**src/rtl/carfield_periph_pkg.sv**
```systemverilog
// carfield_periph_pkg
// Shared definitions for the Carfield peripheral-window demultiplexer:
//   - base addresses of the five 4 KiB peripheral pages
//   - page size and the derived page-offset width
//   - target-index and FSM state enums
//   - periphBase() helper mapping a target index to its page base
// Optional feature macro used by the block: CARFIELD_PERIPH_TIMEOUT_EN.
package carfield_periph_pkg;

   localparam int NumPeriphTgt = 5;

   localparam logic [63:0] PeriphPageSize = 64'h1000;
   localparam int          PageOffsW      = $clog2(PeriphPageSize);

   // Page bases as laid out in the Carfield address map
   localparam logic [63:0] CanBase         = 64'h0000_0000_2000_1000;
   localparam logic [63:0] SysTimerBase    = 64'h0000_0000_2000_4000;
   localparam logic [63:0] AdvTimerBase    = 64'h0000_0000_2000_5000;
   localparam logic [63:0] WatchdogBase    = 64'h0000_0000_2000_7000;
   localparam logic [63:0] HyperBusCfgBase = 64'h0000_0000_2000_9000;

   typedef enum logic [2:0] {
      TgtCan      = 3'd0,
      TgtSysTimer = 3'd1,
      TgtAdvTimer = 3'd2,
      TgtWatchdog = 3'd3,
      TgtHyperBus = 3'd4
   } tgt_idx_e;

   typedef enum logic [1:0] {
      IDLE = 2'd0,
      FWD  = 2'd1,
      WAIT = 2'd2,
      RESP = 2'd3
   } state_e;

   // Page base of a target; bit i of any per-target vector belongs to index i
   function automatic logic [63:0] periphBase(input tgt_idx_e idx);
      case (idx)
         TgtCan:      periphBase = CanBase;
         TgtSysTimer: periphBase = SysTimerBase;
         TgtAdvTimer: periphBase = AdvTimerBase;
         TgtWatchdog: periphBase = WatchdogBase;
         default:     periphBase = HyperBusCfgBase;
      endcase
   endfunction

endpackage

```
**src/rtl/carfield_periph_addr_decode.sv**
```systemverilog
// carfield_periph_addr_decode
// Purely combinational page decoder for the peripheral window.
// Ports:
//   page_i  - request address with the 12-bit page offset stripped
//   hit_o   - address falls on an enabled target page
//   sel_o   - one-hot target select (all zero on a miss)
// Disabled targets never match, so their pages decode exactly like holes.
module carfield_periph_addr_decode
   import carfield_periph_pkg::*;
#(
   parameter int unsigned             AddrWidth = 64,
   parameter logic [NumPeriphTgt-1:0] TgtEnable = 5'b11110
) (
   input  logic [AddrWidth-PageOffsW-1:0] page_i,
   output logic                           hit_o,
   output logic [NumPeriphTgt-1:0]        sel_o
);

   localparam int PageW = AddrWidth - PageOffsW;

   // Full upper-address compare against every page base so that aliases
   // outside the 32-bit window can never hit
   always_comb begin
      sel_o = '0;
      for (int i = 0; i < NumPeriphTgt; i++) begin
         sel_o[i] = TgtEnable[i] &&
                    (page_i == PageW'(periphBase(tgt_idx_e'(i)) >> PageOffsW));
      end
   end

   assign hit_o = |sel_o;

endmodule

```
**src/rtl/carfield_periph_demux.sv**
```systemverilog
// carfield_periph_demux
// Single-outstanding request demultiplexer for the 0x2000_1000-0x2000_9FFF
// peripheral window. One request is accepted, forwarded to one of five page
// targets and exactly one response is returned upstream.
// Ports:
//   clk_i, rst_i                 - clock, synchronous active-high reset
//   req_*_i / req_ready_o        - upstream request channel
//   rsp_*_o / rsp_ready_i        - upstream response channel
//   tgt_req_valid_o/ready_i      - one-hot per-target request handshake
//   tgt_addr/write/wdata/strb_o  - request payload shared by all targets
//   tgt_rsp_valid/rdata/error_i  - per-target response strobe and data
//   timeout_o                    - one-cycle pulse when a target times out
// Macro CARFIELD_PERIPH_TIMEOUT_EN adds the FWD/WAIT timeout counter and the
// poison vector; without it timeout_o is tied low and a silent target hangs.
module carfield_periph_demux
   import carfield_periph_pkg::*;
#(
   parameter int unsigned             AddrWidth     = 64,
   parameter int unsigned             DataWidth     = 32,
   parameter logic [NumPeriphTgt-1:0] TgtEnable     = 5'b11110,
   parameter int unsigned             TimeoutCycles = 256
) (
   input  logic                              clk_i,
   input  logic                              rst_i,
   input  logic                              req_valid_i,
   output logic                              req_ready_o,
   input  logic [AddrWidth-1:0]              req_addr_i,
   input  logic                              req_write_i,
   input  logic [DataWidth-1:0]              req_wdata_i,
   input  logic [DataWidth/8-1:0]            req_strb_i,
   output logic                              rsp_valid_o,
   input  logic                              rsp_ready_i,
   output logic [DataWidth-1:0]              rsp_rdata_o,
   output logic                              rsp_error_o,
   output logic [NumPeriphTgt-1:0]           tgt_req_valid_o,
   input  logic [NumPeriphTgt-1:0]           tgt_req_ready_i,
   output logic [PageOffsW-1:0]              tgt_addr_o,
   output logic                              tgt_write_o,
   output logic [DataWidth-1:0]              tgt_wdata_o,
   output logic [DataWidth/8-1:0]            tgt_strb_o,
   input  logic [NumPeriphTgt-1:0]           tgt_rsp_valid_i,
   input  logic [NumPeriphTgt*DataWidth-1:0] tgt_rdata_i,
   input  logic [NumPeriphTgt-1:0]           tgt_error_i,
   output logic                              timeout_o
);

   if (TimeoutCycles < 2) begin : gen_bad_timeout
      $error("TimeoutCycles must be at least 2");
   end

   state_e                   state_q, state_d;
   logic                     req_ready_q, req_ready_d;
   logic                     rsp_valid_q, rsp_valid_d;
   logic [DataWidth-1:0]     rsp_rdata_q, rsp_rdata_d;
   logic                     rsp_error_q, rsp_error_d;
   logic [NumPeriphTgt-1:0]  tgt_valid_q, tgt_valid_d;
   logic [NumPeriphTgt-1:0]  sel_q, sel_d;
   logic [PageOffsW-1:0]     addr_q, addr_d;
   logic                     write_q, write_d;
   logic [DataWidth-1:0]     wdata_q, wdata_d;
   logic [DataWidth/8-1:0]   strb_q, strb_d;

   logic                     dec_hit;
   logic [NumPeriphTgt-1:0]  dec_sel;
   logic                     poisoned;
   logic [DataWidth-1:0]     sel_rdata;
   logic                     sel_error;

   carfield_periph_addr_decode #(
      .AddrWidth (AddrWidth),
      .TgtEnable (TgtEnable)
   ) u_addr_decode (
      .page_i (req_addr_i[AddrWidth-1:PageOffsW]),
      .hit_o  (dec_hit),
      .sel_o  (dec_sel)
   );

`ifdef CARFIELD_PERIPH_TIMEOUT_EN
   localparam int CntWidth = $clog2(TimeoutCycles) + 1;

   logic [CntWidth-1:0]      cnt_q, cnt_d;
   logic [NumPeriphTgt-1:0]  poison_q, poison_d;
   logic                     timeout_q, timeout_d;

   // A poisoned target may still owe a stale response, so it is never
   // forwarded to again until reset
   assign poisoned  = |(dec_sel & poison_q);
   assign timeout_o = timeout_q;
`else
   assign poisoned  = 1'b0;
   assign timeout_o = 1'b0;
`endif

   // Response mux driven by the latched select, so strobes from targets
   // other than the one in flight can never leak upstream
   always_comb begin
      sel_rdata = '0;
      sel_error = 1'b0;
      for (int i = 0; i < NumPeriphTgt; i++) begin
         if (sel_q[i]) begin
            sel_rdata = sel_rdata | tgt_rdata_i[i*DataWidth +: DataWidth];
            sel_error = sel_error | tgt_error_i[i];
         end
      end
   end

   // Next-state logic; every output is then derived from the next state so
   // the registered outputs line up with the state they describe
   always_comb begin
      state_d     = state_q;
      sel_d       = sel_q;
      addr_d      = addr_q;
      write_d     = write_q;
      wdata_d     = wdata_q;
      strb_d      = strb_q;
      rsp_rdata_d = rsp_rdata_q;
      rsp_error_d = rsp_error_q;
`ifdef CARFIELD_PERIPH_TIMEOUT_EN
      cnt_d       = cnt_q;
      poison_d    = poison_q;
      timeout_d   = 1'b0;
`endif

      case (state_q)
         IDLE: begin
            if (req_valid_i && req_ready_q) begin
               sel_d   = dec_sel;
               addr_d  = req_addr_i[PageOffsW-1:0];
               write_d = req_write_i;
               wdata_d = req_wdata_i;
               strb_d  = req_strb_i;
               if (dec_hit && !poisoned) begin
                  state_d = FWD;
               end else begin
                  state_d     = RESP;
                  rsp_rdata_d = '0;
                  rsp_error_d = 1'b1;
               end
            end
         end
         FWD: begin
            if (|(tgt_req_ready_i & sel_q)) begin
               state_d = WAIT;
            end
         end
         WAIT: begin
            if (|(tgt_rsp_valid_i & sel_q)) begin
               state_d     = RESP;
               rsp_error_d = sel_error;
               rsp_rdata_d = sel_error ? '0 : sel_rdata;
            end
         end
         RESP: begin
            if (rsp_ready_i) begin
               state_d = IDLE;
            end
         end
         default: state_d = IDLE;
      endcase

`ifdef CARFIELD_PERIPH_TIMEOUT_EN
      // The counter spans FWD and WAIT together; a timeout only fires when
      // the cycle made no progress, so a completion on the last cycle wins
      if (state_q == IDLE) begin
         cnt_d = '0;
      end else if (state_q == FWD || state_q == WAIT) begin
         cnt_d = cnt_q + CntWidth'(1);
         if (state_d == state_q && cnt_q >= CntWidth'(TimeoutCycles - 1)) begin
            state_d     = RESP;
            rsp_rdata_d = '0;
            rsp_error_d = 1'b1;
            timeout_d   = 1'b1;
            poison_d    = poison_q | sel_q;
         end
      end
`endif

      req_ready_d = (state_d == IDLE);
      rsp_valid_d = (state_d == RESP);
      tgt_valid_d = (state_d == FWD) ? sel_d : '0;
   end

   // State, request and output registers, all cleared by reset
   always_ff @(posedge clk_i) begin
      if (rst_i) begin
         state_q     <= IDLE;
         req_ready_q <= 1'b0;
         rsp_valid_q <= 1'b0;
         rsp_rdata_q <= '0;
         rsp_error_q <= 1'b0;
         tgt_valid_q <= '0;
         sel_q       <= '0;
         addr_q      <= '0;
         write_q     <= 1'b0;
         wdata_q     <= '0;
         strb_q      <= '0;
`ifdef CARFIELD_PERIPH_TIMEOUT_EN
         cnt_q       <= '0;
         poison_q    <= '0;
         timeout_q   <= 1'b0;
`endif
      end else begin
         state_q     <= state_d;
         req_ready_q <= req_ready_d;
         rsp_valid_q <= rsp_valid_d;
         rsp_rdata_q <= rsp_rdata_d;
         rsp_error_q <= rsp_error_d;
         tgt_valid_q <= tgt_valid_d;
         sel_q       <= sel_d;
         addr_q      <= addr_d;
         write_q     <= write_d;
         wdata_q     <= wdata_d;
         strb_q      <= strb_d;
`ifdef CARFIELD_PERIPH_TIMEOUT_EN
         cnt_q       <= cnt_d;
         poison_q    <= poison_d;
         timeout_q   <= timeout_d;
`endif
      end
   end

   assign req_ready_o     = req_ready_q;
   assign rsp_valid_o     = rsp_valid_q;
   assign rsp_rdata_o     = rsp_rdata_q;
   assign rsp_error_o     = rsp_error_q;
   assign tgt_req_valid_o = tgt_valid_q;
   assign tgt_addr_o      = addr_q;
   assign tgt_write_o     = write_q;
   assign tgt_wdata_o     = wdata_q;
   assign tgt_strb_o      = strb_q;

endmodule
```
**config.mk**
```make
export PLATFORM = sky130hd
export DESIGN_NAME = carfield_periph_demux
export DESIGN_NICKNAME = d
export VERILOG_FILES = /design/src/rtl/carfield_periph_pkg.sv /design/src/rtl/carfield_periph_addr_decode.sv /design/src/rtl/carfield_periph_demux.sv
export SDC_FILE = /design/constraint.sdc
export NUM_CORES = 1
export LEC_CHECK = 0
export CORE_AREA = 2 2 142 144
export CTS_CLUSTER_DIAMETER = 120
export CTS_CLUSTER_SIZE = 14
export DETAILED_ROUTE_END_ITERATION = 12
export DIE_AREA = 0 0 144 146
export GPL_ROUTABILITY_DRIVEN = 0
export PLACE_DENSITY_LB_ADDON = 0.12
export SLEW_MARGIN = 5
export SYNTH_ARGS = -nofsm -noshare
export SYNTH_HDL_FRONTEND = slang
export SYNTH_SLANG_ARGS = --single-unit
```
**constraint.sdc**
```tcl
create_clock -name clk_i -period 2.7 [get_ports clk_i]
set_input_delay 0.675 -clock clk_i [delete_from_list [all_inputs] [get_ports clk_i]]
set_output_delay 0.675 -clock clk_i [all_outputs]
set_load 0.005 [all_outputs]
```
==> results.sh <==
export IMPL_root_buffer="clkbuf_16"
export IMPL_vias=5424
export IMPL_hp_class="register to register"
export IMPL_ys_types=44
export IMPL_core_area_sq_mm=0.0193
export IMPL_startpoint="req_addr_i[19]"
export IMPL_period_share_pct=97.0
export IMPL_fin_util_pct=45.0
export IMPL_maxSlewViolCount=0
export IMPL_clk_path_buf_depth=2
export IMPL_drive_gt1_share_pct=7.89
export IMPL_end_kind="register"
export IMPL_drt_wl_total_microns=21000
export IMPL_reg2reg_from="sel_q[2]$_SDFF_PP0_"
export IMPL_slowest_delay_ps=590
export IMPL_r2r_end="rsp_rdata_o[18]$_SDFFE_PP0P_"
export IMPL_slew_headroom_pct=55.7
export IMPL_timing_final_ws_setup_ps=80.4
export IMPL_drt_iter0_drc=375
export IMPL_grt_overflow=0
export IMPL_grt_start_max_net_pins=50
export IMPL_die_y_microns=146
export IMPL_dpl_worst_slack_ps=-330
export IMPL_grt_pass1_vias=5494
export IMPL_r2r_cells=9
export IMPL_cap_violations=0
export IMPL_die_area_sq_mm=0.0210
export IMPL_synthXorXnorAreaFrac_pct=0
export IMPL_numPortBuffers=368
export IMPL_fp_row_count=51
export IMPL_drtPass1Iterations=7
export IMPL_crit_slowest_cell="or4_4"
export IMPL_setup_worst_path_end="rsp_rdata_o[18]$_SDFFE_PP0P_"
export IMPL_syn_to_final_growth_pct=103
export IMPL_holdPathStages=2
export IMPL_fillerInstances=1872
export IMPL_yosys_area_top_type_share_pct=44.8
export IMPL_final_hold_violation_count=0
export IMPL_synth_area_sq_mm=0.00429
export IMPL_crit_type="primary input to register"
export IMPL_hold_ws_ps=456
export IMPL_htree_num_levels=3
export IMPL_synth_flop_cell="dfxtp_1"
export IMPL_placedCellCount=1110
export IMPL_ys_seq_area_share_pct=44.8
export IMPL_worstPathMaxFanout=15
export IMPL_netlist_top_cell_by_area="dfxtp_1"
export IMPL_worstPathCellList="clkdlybuf4s50_1 -> nor4_1 -> nand4_1 -> or4_4 -> a211oi_4 -> buf_4 -> clkbuf_16 -> a22o_1"
export IMPL_muxShareOfSynthArea_pct=0.262
export IMPL_async_flop_share_pct=0
export IMPL_drc=0
export IMPL_fin_tns_setup_ps=0
export IMPL_grt_pass1_wl_microns=30200
export IMPL_cts_buffers=9
export IMPL_power_density_mw_per_mm2=410
export IMPL_r2r_slack_ps=390
export IMPL_io_pins=370
export IMPL_period_needed_ps=2620
export IMPL_synthAdderAreaFrac_pct=0
export IMPL_syn_num_nets=770
export IMPL_setup_violations=0
export IMPL_die_w_microns=144
export IMPL_avgSynthCellArea_sq_um=8.76
export IMPL_ir_drop_mv=0.300
export IMPL_clock_sinks=96
export IMPL_wl_per_cell_microns=18.6
export IMPL_worstMarginPinSlew_ps=665
export IMPL_final_cells=1130
export IMPL_status="finished, final reports clean"
export IMPL_yosys_warnings=0
export IMPL_synth_edf_count=0
export IMPL_clk_latency_ps=340
export IMPL_avgViaCountPerCell=4.80
export IMPL_dp_final_hpwl_microns=16700
export IMPL_synth_area_top_cells="dfxtp_1, nand2_1, a222oi_1"
export IMPL_syn_inst=490
export IMPL_antenna_left=0
export IMPL_critical_path_required_ps=2990
export IMPL_antenna_found_initial=3
export IMPL_clk_pin_slew_ps=70
export IMPL_grt_use_total_pct=18.8
export IMPL_initial_utilization_pct=22.2
export IMPL_max_freq_ghz=0.382
export IMPL_start_kind="primary input"
export IMPL_cts_hold_buf=0
export IMPL_synth_seq_cells=96
export IMPL_synth_compound_area_share_pct=30.3
export IMPL_yosys_area_share_simple_pct=19.2
export IMPL_p_leak_nw=3.17
export IMPL_nNetsFinal=1139
export IMPL_synth_top_family_by_area="compound AO/OA/AOI/OAI gates"
export IMPL_cts_tree="built"
export IMPL_skew_ps=4.60
export IMPL_cp_arrival_ps=2910
[through the flow]
| stage | power [mW] | area, sq um |
|---|---|---|
| floorplan | 1.73 | 4290 |
| global placement | 2.32 | 8350 |
| detailed placement | 2.33 | 8350 |
| CTS | 3.60 | 8640 |
| global route | 3.72 | 8700 |
| finish | 3.56 | 8700 |
[cells in the mapped netlist (all sizes together) (2+ instances only)]
master and number:
nor4 13, a21boi 2, nand3 2, dfxtp 96, a32o 2, a211oi 4, nor2b 4, buf 12
a22o 32, nor3 3, a222oi 34, clkbuf 32, a21oi 54, nand4 3, nor2 4, nor4b 2
a22oi 35, nand2b 3, nand2 135
[cells by family after synthesis]
| logic type | after synthesis |
|---|---|
| simple gates | 178 |
| compound gates | 169 |
| flops | 96 |
| other cells | 1 |
| mux | 1 |
| buf+inv | 45 |
[worst max-delay path, delay by kind of cell]
kind / cells / cell delay (ps)
AOI/OAI and AO/OA: 2 / 370
and+or+nand+nor: 3 / 1100
buffers and inverters: 3 / 740
[state kept, by name (all words and copies together) (netlist names)]
name,count
tgt_strb_o,4
tgt_addr_o,12
tgt_wdata_o,32
rsp_error_o,1
rsp_valid_o,1
req_ready_o,1
rsp_rdata_o,32
sel_q,5
tgt_write_o,1
state_q,2
tgt_req_valid_o,5
[worst min-delay path by stage]
stage | from | endpoint | slack (ps)
finish | tgt_addr_o[10]$_SDFFE_PP0P_ | tgt_addr_o[10]$_SDFFE_PP0P_ | 460
global route | tgt_wdata_o[2]$_SDFFE_PP0P_ | tgt_wdata_o[2]$_SDFFE_PP0P_ | 480
CTS | tgt_addr_o[2]$_SDFFE_PP0P_ | tgt_addr_o[2]$_SDFFE_PP0P_ | 460
detailed placement | tgt_addr_o[10]$_SDFFE_PP0P_ | tgt_addr_o[10]$_SDFFE_PP0P_ | 450
global placement | tgt_wdata_o[31]$_SDFFE_PP0P_ | tgt_wdata_o[31]$_SDFFE_PP0P_ | 440
floorplan | tgt_addr_o[0]$_SDFFE_PP0P_ | tgt_addr_o[0]$_SDFFE_PP0P_ | 450
[power by group]
group | switching, mW | total [mW] | internal [mW]
Sequential | 0.0344 | 1.51 | 1.48
Clock | 0.543 | 1.25 | 0.711
Combinational | 0.269 | 0.800 | 0.531
Total | 0.847 | 3.56 | 2.72
[repair_timing]
action                                  CTS  global route
resized for setup                         0             3
buffers inserted                          0             2
endpoints found under the setup margin    0            31
[cell usage in the layout (no fill, tap or decap), types with 3 or more instances in the layout]
| cell | synthesis | final |
|---|---|---|
| nand2_1 | 135 | 135 |
| a21oi_1 | 54 | 54 |
| a22o_1 | 32 | 32 |
| clkbuf_16 | 0 | 10 |
| diode_2 | 0 | 3 |
| dfxtp_1 | 96 | 96 |
| clkdlybuf4s50_1 | 0 | 367 |
| a22oi_1 | 35 | 35 |
| nor2b_1 | 4 | 4 |
| a211oi_1 | 3 | 3 |
| nor2_1 | 4 | 4 |
| nand2b_1 | 3 | 3 |
| a222oi_1 | 34 | 34 |
| nand4_1 | 3 | 3 |
| nor4_2 | 4 | 7 |
| buf_4 | 2 | 31 |
| nor4_1 | 9 | 6 |
[metal layers]
layer	vias up	routed length, microns	GRT usage (%)
li1	2584	-	-
met4	0	333	7.16
met1	2549	7890	20.2
met3	22	1840	4.77
met5	-	0	0
met2	269	11000	35.0
[cell type report]
type                            instances  area, sq um  area share, %
Antenna cell                            3         7.51         0.0863
Clock buffer                            9          225           2.59
Clock inverter                          5         57.6          0.661
Inverter                                1         3.75         0.0431
Multi-Input combinational cell        349         2180           25.0
Sequential cell                        96         1920           22.1
Tap cell                              265          332           3.81
Timing Repair Buffer                  402         3980           45.7
No activity file was read; power rests on OpenSTA's default activity.
